==> src/rtl/reflet_timer_ext.sv <==
// Reflet timer, extended: prescaler plus an auto-reload counter of cnt_bytes bytes,
// with one-shot/periodic mode, external edge counting, sticky W1C flag and live count.
module reflet_timer_ext #(
  parameter int                        base_addr_size = 16,
  parameter logic [base_addr_size-1:0] base_addr      = 16'hFF10,
  parameter int                        cnt_bytes      = 2
) (
  input  logic                      clk,
  input  logic                      reset,
  input  logic                      enable,
  input  logic [base_addr_size-1:0] addr,
  input  logic                      write_en,
  input  logic [7:0]                data_in,
  output logic [7:0]                data_out,
  input  logic                      timer_input,
  output logic                      interrupt
);
  localparam int W    = 8 * cnt_bytes;
  localparam int NREG = 3 + 2 * cnt_bytes;
  localparam logic [base_addr_size:0]   LAST     = {1'b0, base_addr} + (base_addr_size+1)'(NREG);
  localparam logic [base_addr_size-1:0] OFF_CTRL = base_addr_size'(0);
  localparam logic [base_addr_size-1:0] OFF_PRE  = base_addr_size'(1);
  localparam logic [base_addr_size-1:0] OFF_STAT = base_addr_size'(2);

  logic [3:0]   r_ctrl;
  logic [7:0]   r_pre;
  logic         r_flag;
  logic [W-1:0] r_arr;
  logic [W-1:0] r_cnt;
  logic [7:0]   r_psc;
  logic         r_prev;

  logic [base_addr_size-1:0] w_off;
  logic                      w_sel;
  logic                      w_wr;
  logic                      w_running;
  logic                      w_event;
  logic                      w_tick;
  logic                      w_expire;
  logic                      w_restart;
  logic [cnt_bytes-1:0]      w_arr_we;

  assign w_sel = enable && (addr >= base_addr) && ({1'b0, addr} < LAST);
  assign w_off = addr - base_addr;
  assign w_wr  = w_sel && write_en;

  generate
    for (genvar gi = 0; gi < cnt_bytes; gi++) begin : g_arr_we
      assign w_arr_we[gi] = w_wr && (w_off == base_addr_size'(3 + gi));
    end
  endgenerate

  assign w_running = r_ctrl[0] && (r_arr != '0);
  assign w_event   = r_ctrl[2] ? (timer_input && !r_prev) : 1'b1;
  assign w_restart = (w_wr && (w_off == OFF_PRE)) || (|w_arr_we);
  assign w_tick    = w_running && w_event && (r_psc == r_pre);
  // A reload write on the same edge cancels the expiry along with the count.
  assign w_expire  = w_tick && (r_cnt == r_arr - W'(1)) && !w_restart;

  always_ff @(posedge clk or posedge reset) begin
    if (reset) begin
      r_ctrl <= '0;
      r_pre  <= '0;
      r_flag <= 1'b0;
      r_arr  <= '0;
      r_cnt  <= '0;
      r_psc  <= '0;
      r_prev <= 1'b0;
    end else begin
      r_prev <= timer_input;

      if (w_wr && (w_off == OFF_CTRL))
        r_ctrl <= data_in[3:0];
      else if (w_expire && r_ctrl[1])
        r_ctrl[0] <= 1'b0;

      if (w_wr && (w_off == OFF_PRE))
        r_pre <= data_in;

      for (int i = 0; i < cnt_bytes; i++)
        if (w_arr_we[i])
          r_arr[8*i +: 8] <= data_in;

      if (w_expire)
        r_flag <= 1'b1;
      else if (w_wr && (w_off == OFF_STAT) && data_in[0])
        r_flag <= 1'b0;

      if (!w_running || w_restart) begin
        r_psc <= '0;
        r_cnt <= '0;
      end else if (w_event) begin
        if (w_tick) begin
          r_psc <= '0;
          r_cnt <= w_expire ? '0 : r_cnt + W'(1);
        end else begin
          r_psc <= r_psc + 8'd1;
        end
      end
    end
  end

  always_comb begin
    data_out = 8'h00;
    if (w_sel && !reset) begin
      if (w_off == OFF_CTRL) data_out = {4'h0, r_ctrl};
      if (w_off == OFF_PRE)  data_out = r_pre;
      if (w_off == OFF_STAT) data_out = {6'h00, w_running, r_flag};
      for (int i = 0; i < cnt_bytes; i++) begin
        if (w_off == base_addr_size'(3 + i))             data_out = r_arr[8*i +: 8];
        if (w_off == base_addr_size'(3 + cnt_bytes + i)) data_out = r_cnt[8*i +: 8];
      end
    end
  end

  assign interrupt = r_flag && r_ctrl[3];

endmodule

==> config.mk <==
export PLATFORM = sky130hd
export DESIGN_NAME = reflet_timer_ext
export DESIGN_NICKNAME = d
export VERILOG_FILES = /design/src/rtl/reflet_timer_ext.sv
export SDC_FILE = /design/constraint.sdc
export NUM_CORES = 1
export LEC_CHECK = 0
export CORE_ASPECT_RATIO = 1.1
export CORE_UTILIZATION = 52
export CTS_CLUSTER_DIAMETER = 80
export CTS_CLUSTER_SIZE = 20
export DETAILED_ROUTE_END_ITERATION = 6
export GPL_TIMING_DRIVEN = 0
export PLACE_DENSITY = 0.8
export SKIP_LAST_GASP = 1
export SLEW_MARGIN = 10
export SYNTH_ARGS = -nofsm -noshare
export SYNTH_HDL_FRONTEND = slang
export SYNTH_SLANG_ARGS = --single-unit
export TNS_END_PERCENT = 5
==> constraint.sdc <==
create_clock -name clk -period 5.8 [get_ports clk]
set_input_delay 1.74 -clock clk [delete_from_list [all_inputs] [get_ports clk]]
set_output_delay 1.74 -clock clk [all_outputs]
set_load 0.005 [all_outputs]
==> flow_summary.ini, run 1 <==
[finish]
fillCellCount = 579
antenna_cells = 0
multiInputGateArea_sq_mm = 0.002257
final_cell_area_sq_mm = 0.004375
stdcell_count = 541
syn2layout_area_growth_pct = 17.90
final_cell_mix = 54 x dfrtp_1, 43 x nor2_1, 30 x clkdlybuf4s50_1, 28 x nand2_1, 27 x mux2_2
seqCellArea_sq_mm = 0.001351
final_common_cell = dfrtp_1
nNetsFinal = 490
drive_gt1_share_pct = 14.60

[die]
rows = 31
start_util_pct = 54.99
die-area_sq_mm = 0.007479
die_h_microns = 90.60
core-area_sq_mm = 0.006749
ioPinCount = 38
fp.dieW_microns = 82.55

[timing]
report.final.slew_viol_count = 0
hold_violations = 0
rsz0062_at_grt = true
finalCritPeriodShare_pct = 103.4
finClkSkew_ns = 0.01052
setup_viol = 7
holdWs_ns = 0.5471
period_needed_ns = 5.999
fin_ws_ns = -0.1988
max_freq_mhz = 166.7
slew_headroom_pct = 26.07
tightest_slew_ns = 1.099

[clocking]
cts_hold_buf = 0
numCtsBuffers = 5
cts_buffer_depth = 2
insertion_delay_ns = 0.31
htreeDepth = 2
clkTransAtPathRegs_ns = 0.09
cts_sinks = 54
root_buffer = clkbuf_8
cts_tree = done

[setup_path]
critPathCaptureType = output port
startpoint_type = input pin
worstPathMaxFanout = 5
crit_type = in -> out
cp.required_ns = 4.06
crit_arrival_ns = 4.26

[detailed_routing]
top_layer = met4
wl_met3_microns = 737
firstDrtPassIters = 5
finalWirelength_microns = 10280
vias = 3451
routedLengthMet1_microns = 4142
via_per_inst = 6.379
wl_per_cell_microns = 18.99
drt-initial-drc-count = 412
ant_nets = 0
dr_wl_met2_microns = 4907
drc = 0

[synth]
synth.net_count = 443
synthFlopType = dfrtp_1
synthCells = 411
synth-async-reset-ratio_pct = 100.0
ys_warn_count = 0
synth_edf_count = 0
yosysUniqueCellTypes = 55
ys_ff_latch = 54
synth_area_sq_mm = 0.003711
seq_area_frac_synth_pct = 36.41
syn_avg_cell_area_sq_um = 9.029

[run_status]
violations = setup timing
status = finished with violations

[grt]
grt_max_degree = 38
grt_pass1_wl_microns = 16640
grt_use_total_pct = 29.68
antenna_found_initial = 0
grt_overflow = 0
grt_pass1_vias = 3361

[power_and_ir_drop]
power.total_mw = 0.6428
power.leakage_nw = 1.892
p_per_area_mw_per_mm2 = 146.9
ir_drop_mv = 0.1052

[place]
hpwl_microns = 7680
gp_congestion = 1.009
place_inst = 531
numPortBuffers = 37
post_dp_cell_area_sq_mm = 0.004204

[hold_path]
min_path_type = reg -> reg

[run]
maxCapViolCount = 0
worst max-delay path, stage by stage:
cell	delay [ns]
clkdlybuf4s50_1	0.39
or4b_1	0.53
or4_4	0.48
buf_4	0.18
nor3_4	0.20
buf_4	0.15
nand2b_1	0.10
o22ai_1	0.21
dlygate4sd2_1	0.26
report_power, final:
group	internal, mW	total [mW]	switching (mW)	leakage [nW]
clock	0.0966	0.216	0.119	0.0482
sequential	0.376	0.377	0.000182	0.737
combinational	0.0251	0.0500	0.0250	1.11
total	0.498	0.643	0.145	1.89
synthesized netlist by cell type, drive strengths merged (2+ instances only):
master    n  area share, %
xnor2    24            5.7
o21ai    14            1.9
or2       3           0.51
and3      5           0.84
nor2     46            4.7
dfrtp    54             36
buf       8            1.5
mux2     27            8.2
or3       4           0.67
ha        3            1.0
o2111ai   4           0.94
nor4b     2           0.47
nand4b    2           0.47
or4b      3           0.81
o2bb2ai   6            1.4
mux2i    10            2.7
a31oi     3           0.51
and2      4           0.67
nor3b     2           0.40
nand2    29            2.9
o21a      2           0.40
nand3    16            2.2
a21oi    13            1.8
clkbuf   19            1.9
nor3     16            2.3
xor2     10            2.4
o211ai    3           0.61
o32ai     2           0.47
nor2b     4           0.67
a22o      9            2.1
a21o      7            1.4
o22ai     4           0.67
inv      11            1.1
nor4      6            1.4
o41ai     2           0.47
o211a     2           0.54
a221oi    2           0.47
or4       3           0.61
a2bb2oi   3           0.71
o31ai     7            1.4
nand4     4           0.67
nand2b    5           0.84
per-layer routing:
| metal | GRT usage, % | up-vias |
|---|---|---|
| li1 | - | 1586 |
| met3 | 3.838 | 48 |
| met5 | 0 | - |
| met1 | 38.04 | 1620 |
| met4 | 13.07 | 0 |
| met2 | 49.10 | 197 |
final timing paths:
path	from	slack [ns]	endpoint	cells past startpoint
worst max-delay path	addr[6]	-0.20	data_out[7]	9
worst min-delay path	r_ctrl[1]	0.55	r_ctrl[1]	1
worst max register to register	r_arr[2]	2.28	r_cnt[5]	10
worst min register to register	r_ctrl[1]	0.55	r_ctrl[1]	1
max in group asynchronous	reset	3.39	r_arr[7]	3
min in group asynchronous	reset	1.87	r_cnt[4]	2
sequential cells by signal, summed over array words and instances, names as in the netlist:
name,count
r_arr,16
r_cnt,16
r_pre,8
r_psc,8
r_ctrl,4
r_flag,1
r_prev,1
kinds of logic (layout without fill, tap and decap cells):
kind of cell / Yosys count / count (layout) / synth area share, %
buffers and inverters: 38 / 86 / 4.518
AO/OA/AOI/OAI: 87 / 87 / 16.69
adder cells (fa/ha/maj): 3 / 3 / 1.012
AND/OR/NAND/NOR: 157 / 157 / 21.85
multiplexers: 38 / 38 / 11.50
XOR/XNOR: 34 / 34 / 8.024
flip-flops: 54 / 54 / 36.41
what timing repair did:
action	4_1_cts	5_1_grt
setup buffers	3	0
setup endpoints to repair	8	8
gates resized for setup	24	3
pin swaps	8	0
final cells by class:
| cell class | count | area share (%) |
|---|---|---|
| timing repair buffer | 41 | 9.294 |
| clock inverter | 1 | 0.1144 |
| tap | 82 | 2.345 |
| buffer | 26 | 2.860 |
| clock buffer | 7 | 1.973 |
| multi-input combinational | 319 | 51.59 |
| sequential | 54 | 30.88 |
| inverter | 11 | 0.9437 |
per-stage QoR:
step                      TNS, ns  utilization (%)  setup WS [ns]
after floorplan                 0                -         0.4430
after global placement     -5.092            61.99        -0.6957
after detailed placement   -5.219            62.29        -0.7306
after CTS                 -0.8324            64.66        -0.1633
after global routing       -1.846            64.83        -0.3113
final                      -1.095            64.83        -0.1988
Note: power is estimated with default switching activity, not from simulation.
==> run 2: changes to the inputs <==
CAP_MARGIN = 25   (was default)
==> run 2 against run 1 <==
Against the previous run: final cell count up 0.18%; clock skew fell by 0.0017 ns; the run still ends with setup timing left; hold slack better by 0.00093 ns; critical endpoint unchanged; critical path type unchanged; first-iteration DRC count shrank 12%; clock power about the same; flip-flop and latch count did not move; largest power group unchanged; sequential share of layout area hardly changed; die area did not move; design area increased by 0.11%; highest routed layer unchanged.
==> flow_summary.ini, run 2 (same netlist as run 1, synthesis figures left out) <==
[setup_path]
worstPathMaxFanout = 5
rr_startpoint = r_arr[2]
critPathCaptureType = output port
crit_buf_inv = 4
path_cells = clkdlybuf4s50_1 > or4b_1 > or4_4 > buf_4 > nor3_4 > buf_4 > nand2b_1 > o22ai_1 > dlygate4sd2_1
crit_arrival_ns = 4.25
crit_type = in -> out
cp.required_ns = 4.06
r2r_slack_ns = 2.26
crit_top_cell = buf_4
crit_path_start = addr[6]
startpoint_type = input pin
critical-path-top-delay-family = simple AND/OR/NAND/NOR gates
max_stage_delay_ns = 0.53
slowest_stage = or4b_1

[timing]
max_freq_mhz = 166.8
fin_ws_ns = -0.1947
holdWs_ns = 0.5480
rsz0062_at_grt = true
finalCritPeriodShare_pct = 103.4
hold_violations = 0
period_needed_ns = 5.995
finClkSkew_ns = 0.008860
setup_viol = 7
report.final.slew_viol_count = 0
slew_headroom_pct = 38.46
tightest_slew_ns = 0.9231

[grt]
grt_max_degree = 38
grt_overflow = 0
antenna_found_initial = 0
grt_pass1_wl_microns = 16640
grt_pass1_vias = 3361
grt_use_total_pct = 29.68

[clocking]
cts_buffer_depth = 2
clkTransAtPathRegs_ns = 0.09
htreeDepth = 2
cts_tree = done
numCtsBuffers = 5
insertion_delay_ns = 0.31
root_buffer = clkbuf_8
cts_sinks = 54

[detailed_routing]
finalWirelength_microns = 10230
drc = 0
ant_nets = 0
wl_per_cell_microns = 18.87
vias = 3431
via_per_inst = 6.330
drt-initial-drc-count = 363
firstDrtPassIters = 5

[finish]
fillCellCount = 580
nNetsFinal = 491
drive_gt1_share_pct = 14.78
syn2layout_area_growth_pct = 18.04
antenna_cells = 0
final_common_cell = dfrtp_1
reg_top3 = r_arr (16), r_cnt (16)
final_cell_area_sq_mm = 0.004380
stdcell_count = 542
final_cell_mix = 54 x dfrtp_1, 43 x nor2_1, 30 x clkdlybuf4s50_1, 28 x nand2_1, 27 x mux2_2

[die]
die-area_sq_mm = 0.007479
start_util_pct = 54.99
die_h_microns = 90.60
fp.dieW_microns = 82.55
core-area_sq_mm = 0.006749
rows = 31
ioPinCount = 38

[hold_path]
min_from = r_ctrl[1]
min_path_type = reg -> reg

[place]
gp_congestion = 1.009
hpwl_microns = 7680
place_inst = 531
numPortBuffers = 37
post_dp_cell_area_sq_mm = 0.004204

[power_and_ir_drop]
p_per_area_mw_per_mm2 = 146.3
power.leakage_nw = 1.895
power.total_mw = 0.6410
ir_drop_mv = 0.1052

[run_status]
violations = setup timing
status = finished with violations

[run]
maxCapViolCount = 0
run 2: layer usage:
| metal | track usage, % | vias to the layer above | wire [microns] |
|---|---|---|---|
| met5 | 0 | - | 0 |
| met4 | 13.07 | 0 | 482 |
| met3 | 3.838 | 46 | 653 |
| met2 | 49.10 | 160 | 4910 |
| met1 | 38.04 | 1642 | 4180 |
| li1 | - | 1583 | - |
run 2: where the power goes:
group	leakage, nW	internal [mW]	switching [mW]	total [mW]
Sequential	0.737	0.376	0.000182	0.377
Clock	0.0482	0.0966	0.118	0.214
Combinational	1.11	0.0251	0.0249	0.0500
Total	1.90	0.498	0.143	0.641
run 2: repair_timing:
action / 4_1_cts / 5_1_grt
hold buffers: 0 / 0
resized for setup: 24 / 3
endpoints found under the setup margin: 8 / 8
setup buffers: 3 / 0
pin swaps: 8 / 0
run 2: metrics by stage:
stage	TNS (ns)	util, %	setup WS, ns
final	-1.030	64.91	-0.1947
after global routing	-1.846	64.91	-0.3113
after CTS	-0.8324	64.66	-0.1633
after detailed placement	-5.219	62.29	-0.7306
after global placement	-5.092	61.99	-0.6957
after floorplan	0	-	0.4430
run 2: area by class of cell:
cell class                 count  area (sq um)  area share, %
timing repair buffer          42         411.6          9.397
clock inverter                 1         5.005         0.1143
inverter                      11         41.29         0.9426
tap                           82         102.6          2.342
multi-input combinational    319          2257          51.53
buffer                        26         125.1          2.856
sequential                    54          1351          30.85
clock buffer                   7         86.33          1.971
run 2: final timing paths:
check	endpoint	cells past startpoint
setup reg to reg	r_cnt[5]	10
setup / recovery	data_out[7]	9
min in group asynchronous	r_cnt[4]	2
hold reg to reg	r_ctrl[1]	1
hold / removal	r_ctrl[1]	1
max in group asynchronous	r_arr[7]	3
==> run 3: changes to the inputs <==
SETUP_SLACK_MARGIN = 0.4   (was default)
TNS_END_PERCENT = 10   (was 5)
==> run 3 against run 2 <==
Against the previous run: the run now ends clean; combinational power down 3%; core utilization up 0.32 points; final cell count up 0.55%; critical path depth down 2; clock skew up 0.0033 ns; non-clock buffer count up 3; die area unchanged; clock-buffer cell count unchanged; hold slack about the same; global-route usage up 0.51 points; largest power group unchanged.
==> flow_summary.ini, run 3 (same netlist as run 1, synthesis figures left out) <==
[setup_path]
startpoint_type = input pin
max_stage_delay_ns = 0.52
crit_type = in -> out
crit_arrival_ns = 3.83
critPathCaptureType = output port
critical-path-top-delay-family = simple AND/OR/NAND/NOR gates
slowest_stage = or4b_4
worstPathMaxFanout = 7
path_cells = buf_6 > or4b_4 > or4_4 > clkbuf_16 > or3_4 > nor4_4 > buf_2
crit_buf_inv = 3
cp.required_ns = 4.06
r2r_slack_ns = 2.24

[die]
core-area_sq_mm = 0.006749
fp.dieW_microns = 82.55
die_h_microns = 90.60
rows = 31
ioPinCount = 38
die-area_sq_mm = 0.007479
start_util_pct = 54.99

[detailed_routing]
wl_per_cell_microns = 19.01
firstDrtPassIters = 5
drt-initial-drc-count = 438
ant_nets = 0
vias = 3450
via_per_inst = 6.330
finalWirelength_microns = 10360
drc = 0

[place]
place_inst = 531
post_dp_cell_area_sq_mm = 0.004204
numPortBuffers = 37
hpwl_microns = 7680
gp_congestion = 1.009

[grt]
grt_pass1_vias = 3387
grt_pass1_wl_microns = 17010
grt_overflow = 0
antenna_found_initial = 0
grt_use_total_pct = 30.19
grt_max_degree = 38

[finish]
antenna_cells = 0
syn2layout_area_growth_pct = 18.61
drive_gt1_share_pct = 17.49
final_cell_area_sq_mm = 0.004402
nNetsFinal = 494
final_common_cell = dfrtp_1
stdcell_count = 545
final_cell_mix = 54 x dfrtp_1, 44 x nor2_1, 27 x nand2_1, 27 x mux2_2, 24 x xnor2_1
reg_top3 = r_arr (16), r_cnt (16)

[timing]
slew_headroom_pct = 39.93
period_needed_ns = 5.570
report.final.slew_viol_count = 0
finClkSkew_ns = 0.01211
hold_violations = 0
setup_viol = 0
finalCritPeriodShare_pct = 96.03
tightest_slew_ns = 0.9011
max_freq_mhz = 179.5
rsz0062_at_grt = true

[clocking]
cts_hold_buf = 0
numCtsBuffers = 5
clkTransAtPathRegs_ns = 0.09
htreeDepth = 2
insertion_delay_ns = 0.31
cts_sinks = 54
cts_tree = done
cts_buffer_depth = 2
root_buffer = clkbuf_8

[power_and_ir_drop]
p_per_area_mw_per_mm2 = 145.9
internal_power_mw = 0.4964
power.leakage_nw = 1.932
seq_power_share_pct = 58.7
comb_power_share_pct = 7.5
power_frac_clock_pct = 33.8
ir_drop_mv = 0.1052
p_sw_share_pct = 22.71
power_switching_mw = 0.1459

[hold_path]
min_path_type = reg -> reg

[run]
maxCapViolCount = 0

[run_status]
status = finished clean
==> run 3: changes by cell type in the layout (fill, tap and decap cells not counted), moves of 2 or more <==
cell | previous run | this run
buf_2 | 3 | 10
buf_4 | 3 | 5
buf_6 | 3 | 5
clkbuf_1 | 19 | 17
clkdlybuf4s15_1 | 0 | 2
clkdlybuf4s50_1 | 30 | 18
dlygate4sd2_1 | 6 | 8
nor2_2 | 2 | 0
==> run 3: worst reg2reg max path, stage by stage (launching register included) <==
cell	delay (ns)
dfrtp_1	0.38
buf_6	0.14
or4_1	0.52
buf_2	0.17
nand4bb_1	0.33
o41ai_1	0.76
a21oi_1	0.40
nand2_1	0.17
buf_2	0.23
o31ai_1	0.11
a22o_1	0.25
==> run 3: power groups by stage <==
stage	combinational, mW	clock (mW)	sequential, mW
2_1_floorplan	0.0191	0	0.384
3_3_place_gp	0.0459	0	0.384
3_5_place_dp	0.0483	0	0.384
4_1_cts	0.0479	0.218	0.377
5_1_grt	0.0532	0.233	0.377
6_report	0.0484	0.217	0.377
==> run 3: worst paths after layout <==
path                           start          end  cells after the start
setup / recovery             addr[5]  data_out[0]                      7
hold / removal             r_ctrl[1]    r_ctrl[1]                      1
setup reg to reg            r_arr[2]     r_cnt[5]                     10
hold reg to reg            r_ctrl[1]    r_ctrl[1]                      1
max in group asynchronous      reset     r_arr[7]                      3
min in group asynchronous      reset     r_cnt[4]                      2
==> run 3: timing repair <==
action / 4_1_cts / 5_1_grt
setup buffers: 5 / 0
setup endpoints to repair: 8 / 8
pin swaps: 15 / 2
gates resized for setup: 72 / 4
cloned: 0 / 0
==> run 3: routing by layer <==
layer,global-route usage (%),wire length [microns],vias to the layer above
met1,39.45,4166,1650
li1,-,-,1593
met2,49.31,5100,170
met4,12.36,412,0
met3,4.343,680,37
met5,0,0,-
==> run 3: metrics by stage <==
stage | setup TNS, ns | utilization [%] | hold slack, ns | power (mW) | setup slack [ns]
finish | 0 | 65.22 | 0.5484 | 0.6422 | 0.2300
global route | 0 | 65.22 | 0.5741 | 0.6633 | 0.1664
CTS | 0 | 65.09 | 0.5481 | 0.6428 | 0.2339
detailed placement | -5.219 | 62.29 | 0.5271 | 0.4325 | -0.7306
global placement | -5.092 | 61.99 | 0.5216 | 0.4301 | -0.6957
floorplan | 0 | - | 0.4712 | 0.4033 | 0.4430
==> run 3: area by class of cell <==
cell class / count / area (sq um)
Buffer: 27 / 155.1
Clock buffer: 7 / 86.33
Clock inverter: 1 / 5.005
Fill cell: 579 / 2347
Inverter: 11 / 46.29
Multi-Input combinational cell: 319 / 2261
Sequential cell: 54 / 1351
Tap cell: 82 / 102.6
Timing Repair Buffer: 44 / 394.1
